`config.mk`:
```
export PLATFORM = sky130hd
export DESIGN_NAME = mem_arbiter_flat
export DESIGN_NICKNAME = d
export VERILOG_FILES = /design/src/rtl/mem_arbiter_if.sv /design/src/rtl/mem_arbiter.sv /design/src/flat_wrapper.sv
export SDC_FILE = /design/constraint.sdc
export NUM_CORES = 1
export LEC_CHECK = 0
export CORE_ASPECT_RATIO = 0.8
export CORE_MARGIN = 5
export CORE_UTILIZATION = 41
export CTS_CLUSTER_SIZE = 16
export DETAILED_ROUTE_END_ITERATION = 16
export PLACE_DENSITY = 0.8
export SYNTH_ARGS = -nofsm -noshare
export SYNTH_HDL_FRONTEND = slang
export SYNTH_SLANG_ARGS = --single-unit
```
`constraint.sdc`:
```
create_clock -name clk -period 1.8 [get_ports clk]
set_input_delay 0.36 -clock clk [delete_from_list [all_inputs] [get_ports clk]]
set_output_delay 0.36 -clock clk [all_outputs]
set_load 0.02 [all_outputs]
```
`src/rtl/mem_arbiter_if.sv`:
```
// Bundle of the CPU-side request ports and memory-side bus of the memory arbiter.
// The master modport is the arbiter's view; slave is the pipeline/memory side.
interface mem_arbiter_if #(
  parameter int ADDR_W = 32,
  parameter int DATA_W = 32
);
  logic              inst_req_i;
  logic [ADDR_W-1:0] inst_addr_i;
  logic [DATA_W-1:0] inst_rdata_o;
  logic              inst_ack_o;

  logic              data_req_i;
  logic              data_we_i;
  logic [ADDR_W-1:0] data_addr_i;
  logic [DATA_W-1:0] data_wdata_i;
  logic [3:0]        data_sel_i;
  logic [DATA_W-1:0] data_rdata_o;
  logic              data_ack_o;

  logic              mem_ce_o;
  logic              mem_we_o;
  logic [ADDR_W-1:0] mem_addr_o;
  logic [DATA_W-1:0] mem_wdata_o;
  logic [3:0]        mem_sel_o;
  logic [DATA_W-1:0] mem_rdata_i;
  logic              mem_ready_i;

  logic              stallreq_o;

  modport master (
    input  inst_req_i, inst_addr_i,
    output inst_rdata_o, inst_ack_o,
    input  data_req_i, data_we_i, data_addr_i, data_wdata_i, data_sel_i,
    output data_rdata_o, data_ack_o,
    output mem_ce_o, mem_we_o, mem_addr_o, mem_wdata_o, mem_sel_o,
    input  mem_rdata_i, mem_ready_i,
    output stallreq_o
  );

  modport slave (
    output inst_req_i, inst_addr_i,
    input  inst_rdata_o, inst_ack_o,
    output data_req_i, data_we_i, data_addr_i, data_wdata_i, data_sel_i,
    input  data_rdata_o, data_ack_o,
    input  mem_ce_o, mem_we_o, mem_addr_o, mem_wdata_o, mem_sel_o,
    output mem_rdata_i, mem_ready_i,
    input  stallreq_o
  );
endinterface

```
`src/rtl/mem_arbiter.sv`:
```
// Single-port memory arbiter shared by instruction fetch and load/store.
// Data normally wins; a fetch is forced through after STARVE_MAX data grants.
module mem_arbiter #(
  parameter int ADDR_W     = 32,
  parameter int DATA_W     = 32,
  parameter int STARVE_MAX = 4
) (
  input logic          clk,
  input logic          rst,
  mem_arbiter_if.master bus
);
  localparam int                CNT_W     = $clog2(STARVE_MAX + 1);
  localparam logic [CNT_W-1:0]  CNT_MAX   = CNT_W'(STARVE_MAX);
  localparam logic [ADDR_W-1:0] ZERO_ADDR = '0;
  localparam logic [DATA_W-1:0] ZERO_DATA = '0;

  typedef enum logic [1:0] {IDLE, BUSY, DONE} state_t;

  state_t           state;
  logic [CNT_W-1:0] starve_cnt;
  logic             owner_inst;
  logic             inst_wins;

  always_comb inst_wins = bus.inst_req_i && (!bus.data_req_i || starve_cnt == CNT_MAX);

  // NOTE: every register here is assigned with <= so all state advances together
  // on the edge and no branch observes another branch's same-cycle update.
  always_ff @(posedge clk) begin
    if (rst) begin
      state            <= IDLE;
      starve_cnt       <= '0;
      owner_inst       <= 1'b0;
      bus.mem_ce_o     <= 1'b0;
      bus.mem_we_o     <= 1'b0;
      bus.mem_addr_o   <= ZERO_ADDR;
      bus.mem_wdata_o  <= ZERO_DATA;
      bus.mem_sel_o    <= 4'b0000;
      bus.inst_ack_o   <= 1'b0;
      bus.data_ack_o   <= 1'b0;
      // NOTE: the read-data registers are reset as well, because they are visible
      // outputs that must read as zero straight out of reset.
      bus.inst_rdata_o <= ZERO_DATA;
      bus.data_rdata_o <= ZERO_DATA;
    end else begin
      case (state)
        IDLE: begin
          if (bus.inst_req_i || bus.data_req_i) begin
            bus.mem_ce_o <= 1'b1;
            owner_inst   <= inst_wins;
            state        <= BUSY;
            if (inst_wins) begin
              bus.mem_we_o    <= 1'b0;
              bus.mem_addr_o  <= bus.inst_addr_i;
              bus.mem_wdata_o <= ZERO_DATA;
              bus.mem_sel_o   <= 4'b1111;
              starve_cnt      <= '0;
            end else begin
              bus.mem_we_o    <= bus.data_we_i;
              bus.mem_addr_o  <= bus.data_addr_i;
              bus.mem_wdata_o <= bus.data_wdata_i;
              bus.mem_sel_o   <= bus.data_sel_i;
              // Count data grants that overtook a waiting fetch.
              if (!bus.inst_req_i)          starve_cnt <= '0;
              else if (starve_cnt != CNT_MAX) starve_cnt <= starve_cnt + 1'b1;
            end
          end
        end

        BUSY: begin
          if (bus.mem_ready_i) begin
            if (owner_inst) begin
              bus.inst_rdata_o <= bus.mem_rdata_i;
              bus.inst_ack_o   <= 1'b1;
            end else begin
              bus.data_rdata_o <= bus.mem_rdata_i;
              bus.data_ack_o   <= 1'b1;
            end
            bus.mem_ce_o  <= 1'b0;
            bus.mem_we_o  <= 1'b0;
            bus.mem_sel_o <= 4'b0000;
            state         <= DONE;
          end
        end

        DONE: begin
          // Requesters still show the completed req here, so no grant this cycle.
          bus.inst_ack_o <= 1'b0;
          bus.data_ack_o <= 1'b0;
          state          <= IDLE;
        end

        default: state <= IDLE;
      endcase
    end
  end

  assign bus.stallreq_o = (bus.inst_req_i & ~bus.inst_ack_o) |
                          (bus.data_req_i & ~bus.data_ack_o);
endmodule

```
`src/flat_wrapper.sv`:
```
// flat-port wrapper written by rule: the top's interface ports become plain ports
module mem_arbiter_flat 
#(
  parameter int ADDR_W     = 32,
  parameter int DATA_W     = 32,
  parameter int STARVE_MAX = 4
)
  (clk, rst, bus_inst_req_i, bus_inst_addr_i, bus_inst_rdata_o, bus_inst_ack_o, bus_data_req_i, bus_data_we_i, bus_data_addr_i, bus_data_wdata_i, bus_data_sel_i, bus_data_rdata_o, bus_data_ack_o, bus_mem_ce_o, bus_mem_we_o, bus_mem_addr_o, bus_mem_wdata_o, bus_mem_sel_o, bus_mem_rdata_i, bus_mem_ready_i, bus_stallreq_o);
  mem_arbiter_if #(.ADDR_W(ADDR_W), .DATA_W(DATA_W)) bus_i ();
  input logic clk;
  input logic rst;
  input wire logic [$bits(bus_i.inst_req_i)-1:0] bus_inst_req_i;
  input wire logic [$bits(bus_i.inst_addr_i)-1:0] bus_inst_addr_i;
  output wire logic [$bits(bus_i.inst_rdata_o)-1:0] bus_inst_rdata_o;
  output wire logic [$bits(bus_i.inst_ack_o)-1:0] bus_inst_ack_o;
  input wire logic [$bits(bus_i.data_req_i)-1:0] bus_data_req_i;
  input wire logic [$bits(bus_i.data_we_i)-1:0] bus_data_we_i;
  input wire logic [$bits(bus_i.data_addr_i)-1:0] bus_data_addr_i;
  input wire logic [$bits(bus_i.data_wdata_i)-1:0] bus_data_wdata_i;
  input wire logic [$bits(bus_i.data_sel_i)-1:0] bus_data_sel_i;
  output wire logic [$bits(bus_i.data_rdata_o)-1:0] bus_data_rdata_o;
  output wire logic [$bits(bus_i.data_ack_o)-1:0] bus_data_ack_o;
  output wire logic [$bits(bus_i.mem_ce_o)-1:0] bus_mem_ce_o;
  output wire logic [$bits(bus_i.mem_we_o)-1:0] bus_mem_we_o;
  output wire logic [$bits(bus_i.mem_addr_o)-1:0] bus_mem_addr_o;
  output wire logic [$bits(bus_i.mem_wdata_o)-1:0] bus_mem_wdata_o;
  output wire logic [$bits(bus_i.mem_sel_o)-1:0] bus_mem_sel_o;
  input wire logic [$bits(bus_i.mem_rdata_i)-1:0] bus_mem_rdata_i;
  input wire logic [$bits(bus_i.mem_ready_i)-1:0] bus_mem_ready_i;
  output wire logic [$bits(bus_i.stallreq_o)-1:0] bus_stallreq_o;
  assign bus_i.inst_req_i = bus_inst_req_i;
  assign bus_i.inst_addr_i = bus_inst_addr_i;
  assign bus_inst_rdata_o = bus_i.inst_rdata_o;
  assign bus_inst_ack_o = bus_i.inst_ack_o;
  assign bus_i.data_req_i = bus_data_req_i;
  assign bus_i.data_we_i = bus_data_we_i;
  assign bus_i.data_addr_i = bus_data_addr_i;
  assign bus_i.data_wdata_i = bus_data_wdata_i;
  assign bus_i.data_sel_i = bus_data_sel_i;
  assign bus_data_rdata_o = bus_i.data_rdata_o;
  assign bus_data_ack_o = bus_i.data_ack_o;
  assign bus_mem_ce_o = bus_i.mem_ce_o;
  assign bus_mem_we_o = bus_i.mem_we_o;
  assign bus_mem_addr_o = bus_i.mem_addr_o;
  assign bus_mem_wdata_o = bus_i.mem_wdata_o;
  assign bus_mem_sel_o = bus_i.mem_sel_o;
  assign bus_i.mem_rdata_i = bus_mem_rdata_i;
  assign bus_i.mem_ready_i = bus_mem_ready_i;
  assign bus_stallreq_o = bus_i.stallreq_o;
  mem_arbiter #(.ADDR_W(ADDR_W), .DATA_W(DATA_W), .STARVE_MAX(STARVE_MAX)) u_core (.clk(clk), .rst(rst), .bus(bus_i));
endmodule
```
Yosys cells after proc, flatten, opt, wreduce, memory -nomap -nowiden
Cells that the tools add are included.

operators by class
  eq/ne operators = 9
  $add $sub $neg = 1
  $lt $le $gt $ge = 0
  div/mod/pow operators = 0
  bitwise gates (word level) = 6
  multiplexer cells = 24
  shift-type cells = 0
  reductions and logical operators = 15
  multiply operators = 0

operators with widths
  operator                                                                  count
  32-bit 2-to-1 mux                                                         2
  3-bit AND reduction                                                       6
  4-bit 2-to-1 mux                                                          3
  3-bit 2-to-1 mux                                                          3
  1-bit 2-to-1 mux                                                          8
  1-bit case mux with 2 select lines                                        4
  4-bit case mux with 2 select lines                                        1
  2-bit 2-to-1 mux                                                          2
  2-bit by 1-bit inequality test with 1-bit output (second input constant)  2
  2-bit inequality test (second input constant)                             2
  2-bit case mux with 2 select lines                                        1
  2-bit AND reduction                                                       2
  2-bit nonzero test                                                        2
  3-bit by 1-bit adder with 3-bit output (second input constant)            1
  3-bit == test (second input constant)                                     1
  3-bit by 1-bit inequality test with 1-bit output (second input constant)  1
  3-bit inequality test (second input constant)                             1
  1-bit NOT                                                                 3
  1-bit bitwise AND                                                         2
  2-bit by 1-bit == test with 1-bit output (second input constant)          1
  2-bit == test (second input constant)                                     1
  2-bit logical NOT                                                         1
  1-bit logical OR                                                          2
  1-bit logical AND                                                         1
  2 further kinds                                                           2

storage, ports and cells
  logic and storage cells = 67
  RAM bits = 0
  latch bits = 0
  ROM bits = 0
  memories kept = 0
  input port bits = 138
  register bits = 142

Depth between registers and ports, before layout
  depth in word-level cells = 6
  mapped depth = 7

Worst setup path after synthesis
OpenSTA, ideal clock, no wires.

  path type = input to output
  start point = input bus_inst_req_i
  end point = output bus_stallreq_o
  cell stages on the path = 5
  path slack = 0.162 ns
  arrival time = 1.278 ns
  path through = buf_2 inv_1 buf_2 clkbuf_1 o22ai_1

between the ends
  word-level cells in the longest chain between the ends = 2

ends and longest elaborated chain
  element             RTL line            source
  start: declaration  flat_wrapper.sv:12  input wire logic [$bits(bus_i.inst_req_i)-1:0] bus_inst_req_i;
  1-bit bitwise AND   mem_arbiter.sv:97   assign bus.stallreq_o = (bus.inst_req_i & ~bus.inst_ack_o) |
  1-bit bitwise OR    mem_arbiter.sv:97
  end: declaration    flat_wrapper.sv:30  output wire logic [$bits(bus_i.stallreq_o)-1:0] bus_stallreq_o;

No other way between the ends.

Final worst setup path
  start point = register u_core.bus.mem_ce_o
  end point = output bus_mem_ce_o

RTL lines
  element                   RTL line              source
  start: declaration        mem_arbiter_if.sv:35  output mem_ce_o, mem_we_o, mem_addr_o, mem_wdata_o, mem_sel_o,
  start signal: assignment  mem_arbiter.sv:33     bus.mem_ce_o <= 1'b0;
  start signal: assignment  mem_arbiter.sv:48     bus.mem_ce_o <= 1'b1;
  start signal: assignment  mem_arbiter.sv:78     bus.mem_ce_o <= 1'b0;
  end: declaration          flat_wrapper.sv:23    output wire logic [$bits(bus_i.mem_ce_o)-1:0] bus_mem_ce_o;

No word-level cell between the ends.

==> reports/metrics.yaml <==
outcome: "finished, final reports clean"
num_rows: 39
avgSynthCellArea_um2: 8.31
die-area_um2: 16800
post-place-ws_ps: -297
rsz0062_at_grt: "false"
leakagePower_nw: 3.35
syn-cell-area_um2: 5840
timing.final.max_slew_violations: 0
ys_seq_elements: 142
io_buffers: 274
synth.distinct_cells: 38
min_from: "rst"
synth_edf_count: 0
hpwl_mm: 13.5
cp-end-kind: "output pin"
worst_slack_ps: 38.1
grt_max_degree: 88
drive_above_1_share_pct: 7.05
power_frac_comb_pct: 19.3
die-width_um: 143
ant_nets: 0
crit_type: "flop to output pin"
pwr-share-seq_pct: 38.8
p_int_mw: 6.56
slowest_stage: "clkdlybuf4s50_1"
power_switching_mw: 2.31
grt_pass1_vias: 6143
r2r_slack_ps: 90
clk_latency_ps: 410
num_antenna_cells: 0
routed_wl_mm: 20.5
hold_ws_ps: 247
ys_seq_area_share_pct: 48.6
p_clk_share_pct: 41.9
core_um2: 14200
drv_cap: 0
via_per_inst: 5.57
gp_congestion: 0.796
clock.fmax_mhz: 568
grt_pass1_wl_mm: 32.0
swShare_pct: 26.0
ys_async_sr_fraction_pct: 0
finalPower_mw: 8.87
holdCritPathClass: "input port to flop"
area_delta_synth_final_pct: 62.4
post_cts_buffers: 0
post-route-period-util_pct: 97.9
setup_tns_ps: 0
timing.rr.start: "u_core.starve_cnt[0]"
p_per_area_nw_per_um2: 935
crit_family: "buffers and inverters"
maxSlewHeadroom_pct: 55.3
htree_levels: 4
vdd_drop_max_mv: 0.822
vias: 6320
critPathMaxFanout: 2
cp-start-kind: "flop"
layout_min_cycle_time_ps: 1760
grt_use_total_pct: 23.8
ys.flop_type: "dfxtp_1"
post_drt_wl_per_cell_um: 18.1
dr.pass1.iters: 5
reg2regPathDepth: 6
io_pins: 275
hold_viol: 0
grt_antenna_before_repair: 0
synth_cells: 703
finalNetCount: 1078
reg2reg_to: "u_core.bus.mem_addr_o[2]"
crit_path_cell_trace: "clkdlybuf4s50_1"
min_path_cells: 2
start_util_pct: 41.3
yosys_warnings: 0
fill_cells: 1172
critPathRequiredTime_ps: 1440
cts_tree: "built"
tightest_slew_ps: 670
path_buf_inv: 1
final_util_pct: 67.1
synthesis.nets: 843
drc: 0
finalSetupViolCount: 0
clockBufferDepth: 2
numCtsBuffers: 17
cts_sinks: 142
final.setup_skew_ps: 10.5
grt_overflow: 0
worst_ep_arrival_time_ps: 1400
min_to: "u_core.bus.mem_addr_o[17]"
drtIter0Drc: 473
cpPeakStageDelay_ps: 660
fp.dieH_um: 117
clkTransAtPathRegs_ps: 60
cts_root_buffer: "clkbuf_16"
kinds of logic (layout without fill, tap and decap cells):
logic type / after synthesis / in the layout / share of synthesized area [%]
flip-flops: 142 / 142 / 48.6
AO/OA/AOI/OAI: 313 / 313 / 33.2
buffers and inverters: 90 / 337 / 6.47
adder cells (fa/ha/maj): 2 / 2 / 0.428
AND/OR/NAND/NOR: 156 / 156 / 11.3
state kept, by name, indices dropped and copies added (netlist names):
| name | flops |
|---|---|
| u_core.starve_cnt | 3 |
| u_core.bus.inst_rdata_o | 32 |
| u_core.owner_inst | 1 |
| u_core.bus.mem_sel_o | 4 |
| u_core.bus.mem_we_o | 1 |
| u_core.bus.inst_ack_o | 1 |
| u_core.bus.mem_wdata_o | 32 |
| u_core.bus.data_ack_o | 1 |
| u_core.bus.mem_ce_o | 1 |
| u_core.state | 2 |
| u_core.bus.mem_addr_o | 32 |
| u_core.bus.data_rdata_o | 32 |
through the flow:
step	instance area [um2]	cells
final	9490	1134
after global routing	9490	1134
after CTS	9470	1134
after detailed placement	8850	1103
after global placement	8850	1103
after floorplan	5840	703
worst max-delay path by stage:
stage / startpoint / endpoint / slack, ps / depth (start not counted)
floorplan: bus_inst_req_i / bus_stallreq_o / 160 / 5
global placement: bus_inst_req_i / bus_stallreq_o / -310 / 4
detailed placement: bus_inst_req_i / bus_stallreq_o / -300 / 4
CTS: u_core.bus.inst_ack_o / bus_inst_ack_o / 10 / 1
global route: u_core.bus.mem_sel_o[0] / bus_mem_sel_o[0] / 0.3 / 1
finish: u_core.bus.mem_ce_o / bus_mem_ce_o / 40 / 1
routing by layer:
layer	GRT usage [%]	vias to the layer above	routed length (um)
met3	7.55	39	1760
li1	-	3027	-
met1	30.3	2989	8690
met5	0	-	0
met2	37.5	265	9560
met4	9.91	0	509
layout make-up:
class	count	area [um2]	area share, %
clock buffers	21	460	4.85
multi-input cells	471	2650	27.9
repair buffers	300	3120	32.9
clock inverters	10	163	1.71
flip-flops and latches	142	2840	29.9
well taps	184	230	2.43
inverters	6	22.5	0.237
cell usage in the layout (no fill, tap or decap), types with 2 or more instances in the layout:
master / instances
clkbuf_16: 17
o2111ai_1: 32
buf_12: 14
dlymetal6s2s_1: 8
clkbuf_1: 2
dfxtp_1: 142
o21ai_1: 5
a22oi_1: 4
nor2_4: 2
clkinv_4: 2
nand3_1: 2
dlygate4sd2_1: 2
o21ai_0: 62
clkinvlp_4: 2
ha_1: 2
or2_2: 2
a211oi_1: 32
nand2_1: 132
bufinv_16: 4
nand2b_1: 2
clkinv_2: 2
nand4b_1: 2
nand4_1: 2
clkdlybuf4s50_1: 261
buf_4: 13
inv_1: 5
nor2_1: 3
or3_1: 2
clkbuf_8: 2
a21oi_1: 136
a311oi_1: 32
o2bb2ai_1: 4
power by group through the flow:
stage | registers, mW | logic, mW | clock network, mW
finish | 3.44 | 1.71 | 3.72
global placement | 3.50 | 1.70 | 0
global route | 3.46 | 1.84 | 3.93
detailed placement | 3.50 | 1.71 | 0
floorplan | 3.71 | 0.596 | 0
CTS | 3.44 | 1.72 | 3.78
cells in the mapped netlist (all sizes together) (2+ instances only):
library cell | number | area share, %
a21oi | 136 | 12
nand2b | 2 | 0.21
o2111ai | 32 | 4.8
nand2 | 132 | 8.5
nor4bb | 2 | 0.34
or3 | 2 | 0.21
a22oi | 4 | 0.51
clkbuf | 57 | 3.7
nand4 | 2 | 0.21
a311oi | 32 | 4.8
ha | 2 | 0.43
buf | 27 | 2.4
nand3 | 2 | 0.17
o21ai | 67 | 5.7
or2 | 2 | 0.21
a211oi | 32 | 4.1
o2bb2ai | 4 | 0.60
nor2 | 5 | 0.41
inv | 6 | 0.39
dfxtp | 142 | 49
nand4b | 2 | 0.30
timing repair:
action | 4_1_cts | 5_1_grt
hold buffers | 0 | 0
gates resized for setup | 5 | 8
hold endpoints to repair | 0 | 0
gates cloned | 0 | 0
setup endpoints to repair | 3 | 8
Power figures use the tool's default switching activity.
==> edit 1 (same settings) <==
The 3 states of `state_t` get a one-hot encoding in 3 bits.
--- a/src/rtl/mem_arbiter.sv
+++ b/src/rtl/mem_arbiter.sv
@@ -16,3 +16,3 @@
 
-  typedef enum logic [1:0] {IDLE, BUSY, DONE} state_t;
+  typedef enum logic [2:0] {IDLE = 3'b001, BUSY = 3'b010, DONE = 3'b100} state_t;
 
Function: same outputs for any inputs over 4 cycles, from zero or initial values and one cycle with rst high; so few cycles prove little.
==> edit 1 against the unedited design <==
Worst setup slack better by 0.024 ns; cell count unchanged; sequential cell count is 1 higher; power up 2.8%; critical endpoint is now bus_inst_rdata_o[4]; count of clock-buffer cells in the layout fell by 3; routed wire length shrank 9.7%; synthesized area fell by 2.2%; cell area shrank 1.4%; largest cell class unchanged.
==> edit 1: results (changes against the unedited design) <==
INFO  global_route   largest_net_degree_at_the_start_of_global_routing=49 [was 88]
INFO  synthesis      syn_nets=816 [was 843]
INFO  setup_path     critPathCapture=bus_inst_rdata_o[4] [was bus_mem_ce_o]
INFO  placed_design  preCtsSetupSlack=-0.313ns [was -0.297 ns]
INFO  synthesis      synth_sequential_area_ratio=50.1% [was 48.6%]
INFO  cells_and_area share_of_cells_above_drive_strength_1=13.8% [was 7.05%]
INFO  sta            tightestPinTransition=0.394ns [was 0.670 ns]
INFO  global_route   number_of_global_route_vias_before_repair=5658 [was 6143]
INFO  route          routed_via_density=5.00 [was 5.57]
INFO  global_route   wire_length_of_the_first_global_routing_pass=28800µm [was 32000 µm]
INFO  placed_design  dpl_cell_area=8720µm² [was 8850 µm²]
INFO  setup_path     worstSetupStartpoint=u_core.bus.inst_rdata_o[4]$_SDFFE_PP0P_ [was u_core.bus.mem_ce_o$_SDFFE_PP0P_]
INFO  cells_and_area fillerInstances=1126 [was 1172]
INFO  route          routed_wirelength=18500µm [was 20500 µm]
INFO  route          route.met3.wl=1330µm [was 1760 µm]
INFO  synthesis      synthesis.instances=676 [was 703]
INFO  cells_and_area utilization=68.8% [was 67.1%]
INFO  route          routed-wl-met2=9020µm [was 9560 µm]
INFO  sta            finalClockSkew=0.0119ns [was 0.0105 ns]
INFO  power_and_ir_drop leakagePower=3.41nW [was 3.35 nW]
INFO  run_status     run_status=complete, no violations [unchanged]
INFO  route          detailedRoute.firstIterationViolations=363 [was 473]
INFO  setup_path     rr_endpoint=u_core.bus.mem_addr_o[20]$_SDFFE_PP0P_ [was u_core.bus.mem_addr_o[2]$_SDFFE_PP0P_]
INFO  placed_design  place.detailed.hpwl=13200µm [was 13500 µm]
INFO  sta            finalHoldWorstSlack=0.365ns [was 0.247 ns]
INFO  min_path       hold_path_end=u_core.starve_cnt[1]$_SDFFE_PP0P_ [was u_core.bus.mem_addr_o[17]$_SDFFE_PP0P_]
INFO  die            die_w=142µm [was 143 µm]
INFO  route          wire_per_inst=16.3µm [was 18.1 µm]
INFO  global_route   grt_use_met2=36.4% [was 37.5%]
INFO  setup_path     reg2reg_slack=0.16ns [was 0.09 ns]
INFO  placed_design  finalWeightedCongestion=0.831 [was 0.796]
INFO  setup_path     crit-reg2reg-launch=u_core.state[1]$_SDFFE_PP0P_ [was u_core.starve_cnt[0]$_SDFFE_PP0P_]
INFO  synthesis      synth_compound_gate_area_share=22.9% [was 33.2%]
INFO  route          wirelength_met1=7780µm [was 8690 µm]
INFO  power_and_ir_drop power.ir.vdd_worst=0.631mV [was 0.822 mV]
INFO  route          dr.pass1.iters=7 [was 5]
[edit 1: cell types whose count changed in the layout (fill, tap and decap cells not counted), sizes merged, moves of 7 or more]
cell,before,now
nor2,5,39
o2111ai,32,0
a311oi,32,0
o21ai,67,11
clkdlybuf4s50,261,268
nand2,132,196
nand3,2,33
[edit 1: report_power, final]
| group | total (mW) | internal, mW | leakage (nW) | switching [mW] |
|---|---|---|---|---|
| clock network | 3.76 | 2.35 | 0.308 | 1.41 |
| logic | 1.89 | 0.922 | 1.94 | 0.963 |
| registers | 3.47 | 3.37 | 1.17 | 0.103 |
| total | 9.12 | 6.64 | 3.41 | 2.47 |
[edit 1: cell type report]
type                            instances  area share [%]
Tap cell                              180            2.41
Clock inverter                         14            2.19
Timing Repair Buffer                  303            33.3
Multi-Input combinational cell        472            26.8
Clock buffer                           18            4.59
Sequential cell                       143            30.6
Inverter                                4           0.160
[edit 1: timing repair]
item,4_1_cts,5_1_grt
pin swaps,0,0
setup endpoints to repair,1,5
gates resized for setup,3,5
gates cloned,0,0
==> edit 2 (same flow settings) <==
Without the edit above. `ADDR_W` is set to 32 in 3 places; all go to 24.
--- a/src/rtl/mem_arbiter_if.sv
+++ b/src/rtl/mem_arbiter_if.sv
@@ -3,3 +3,3 @@
 interface mem_arbiter_if #(
-  parameter int ADDR_W = 32,
+  parameter int ADDR_W = 24,
   parameter int DATA_W = 32
--- a/src/rtl/mem_arbiter.sv
+++ b/src/rtl/mem_arbiter.sv
@@ -3,3 +3,3 @@
 module mem_arbiter #(
-  parameter int ADDR_W     = 32,
+  parameter int ADDR_W     = 24,
   parameter int DATA_W     = 32,
--- a/src/flat_wrapper.sv
+++ b/src/flat_wrapper.sv
@@ -3,3 +3,3 @@
 #(
-  parameter int ADDR_W     = 32,
+  parameter int ADDR_W     = 24,
   parameter int DATA_W     = 32,
Ports: changed (resized bus_data_addr_i, bus_inst_addr_i and bus_mem_addr_o); port bits go from 275 to 251. The function was not compared with the original's and may differ.
==> edit 2 against the unedited design <==
Routed wire length is 11% lower; utilization is 1.7 points higher; sequential cell count is 8 lower; fmax is 1.5% higher; worst setup slack better by 0.026 ns; power is 3.5% lower; cell area is 7.4% lower; sequential power is 6.1% lower; synthesized area is 8.8% lower; highest routed layer unchanged; critical path type unchanged.
==> edit 2: results (changes against the unedited design) <==
INFO  run_status     run_status=complete, no violations [unchanged]
INFO  placed_design  io_buf_count=250 [was 274]
INFO  placed_design  place.detailed.hpwl=12600µm [was 13500 µm]
INFO  min_path       hold_path_end=u_core.bus.mem_wdata_o[16]$_SDFFE_PP0P_ [was u_core.bus.mem_addr_o[17]$_SDFFE_PP0P_]
INFO  global_route   gr-usage-all-layers=23.0% [was 23.8%]
INFO  placed_design  dpl_cell_area=8130µm² [was 8850 µm²]
INFO  placed_design  finalWeightedCongestion=0.844 [was 0.796]
INFO  cells_and_area fillerInstances=1096 [was 1172]
INFO  synthesis      synth.cells.most_frequent=135 x sky130_fd_sc_hd__nand2_1, 134 x sky130_fd_sc_hd__dfxtp_1, 129 x sky130_fd_sc_hd__a21oi_1 [was 142 x sky130_fd_sc_hd__dfxtp_1, 136 x sky130_fd_sc_hd__a21oi_1, 132 x sky130_fd_sc_hd__nand2_1]
INFO  global_route   largest_net_degree_at_the_start_of_global_routing=50 [was 88]
INFO  setup_path     worstSetupStartpoint=u_core.bus.inst_rdata_o[30]$_SDFFE_PP0P_ [was u_core.bus.mem_ce_o$_SDFFE_PP0P_]
INFO  setup_path     crit_arrival=1.38ns [was 1.40 ns]
INFO  setup_path     reg2reg_slack=0.22ns [was 0.09 ns]
INFO  synthesis      synth.area.top_cells=sky130_fd_sc_hd__dfxtp_1 50%, sky130_fd_sc_hd__a21oi_1 12%, sky130_fd_sc_hd__nand2_1 9.5% [was sky130_fd_sc_hd__dfxtp_1 49%, sky130_fd_sc_hd__a21oi_1 12%, sky130_fd_sc_hd__nand2_1 8.5%]
INFO  synthesis      synth_cell_type_count=37 [was 38]
INFO  sta            tightestPinTransition=0.490ns [was 0.670 ns]
INFO  route          wire_per_inst=17.0µm [was 18.1 µm]
INFO  setup_path     timing.critical_path.slowest_cell_delay=0.62ns [was 0.66 ns]
INFO  global_route   wire_length_of_the_first_global_routing_pass=28500µm [was 32000 µm]
INFO  cells_and_area share_of_cells_above_drive_strength_1=8.66% [was 7.05%]
INFO  sta            finalHoldWorstSlack=0.346ns [was 0.247 ns]
INFO  setup_path     critPathCapture=bus_inst_rdata_o[30] [was bus_mem_ce_o]
INFO  setup_path     rr_endpoint=u_core.bus.mem_addr_o[15]$_SDFFE_PP0P_ [was u_core.bus.mem_addr_o[2]$_SDFFE_PP0P_]
INFO  synthesis      synth_sequential_area_ratio=50.4% [was 48.6%]
INFO  power_and_ir_drop power.ir.vdd_worst=0.758mV [was 0.822 mV]
INFO  route          detailedRoute.firstIterationViolations=398 [was 473]
INFO  sta            finalClockSkew=0.0110ns [was 0.0105 ns]
INFO  synthesis      syn_nets=771 [was 843]
-- edit 2: layout make-up --
type	instances	area share, %
Clock buffer	19	4.93
Clock inverter	13	2.49
Inverter	8	0.342
Multi-Input combinational cell	439	26.2
Sequential cell	134	30.5
Tap cell	175	2.49
Timing Repair Buffer	288	33.1
-- edit 2: power by group --
| part | total (mW) | leakage [nW] | switching [mW] | internal [mW] |
|---|---|---|---|---|
| clock | 3.82 | 0.313 | 1.33 | 2.48 |
| sequential | 3.23 | 1.09 | 0.0928 | 3.14 |
| combinational | 1.52 | 1.71 | 0.756 | 0.762 |
-- edit 2: cells by family (layout without fill, tap and decap cells) --
kind of cell / after synthesis / count (layout) / share of synthesized area (%)
AND/OR/NAND/NOR: 191 / 192 / 15.9
flip-flops: 134 / 134 / 50.4
adder cells (fa/ha/maj): 2 / 2 / 0.470
AO/OA/AOI/OAI: 245 / 245 / 26.4
buffers and inverters: 75 / 328 / 6.81
-- edit 2: timing repair --
item	CTS	global route
setup buffers	0	0
gates cloned	0	1
resized for setup	5	4
pin swaps	1	1
setup endpoints to repair	8	31
-- edit 2: metal layers --
metal	wire length, µm	GRT usage (%)	vias up
li1	-	-	2761
met1	8000	29.9	2601
met2	8450	36.8	210
met3	1520	6.96	20
met4	288	6.72	0
met5	0	0	-
-- edit 2: per-stage QoR --
step	util, %	cells	setup slack, ns	TNS (ns)
floorplan	-	647	0.249	0
global placement	63.6	1043	-0.403	-20.22
detailed placement	63.6	1043	-0.434	-21.61
CTS	68.7	1075	0.000147	0
global route	68.8	1076	0.00178	0
finish	68.8	1076	0.0644	0
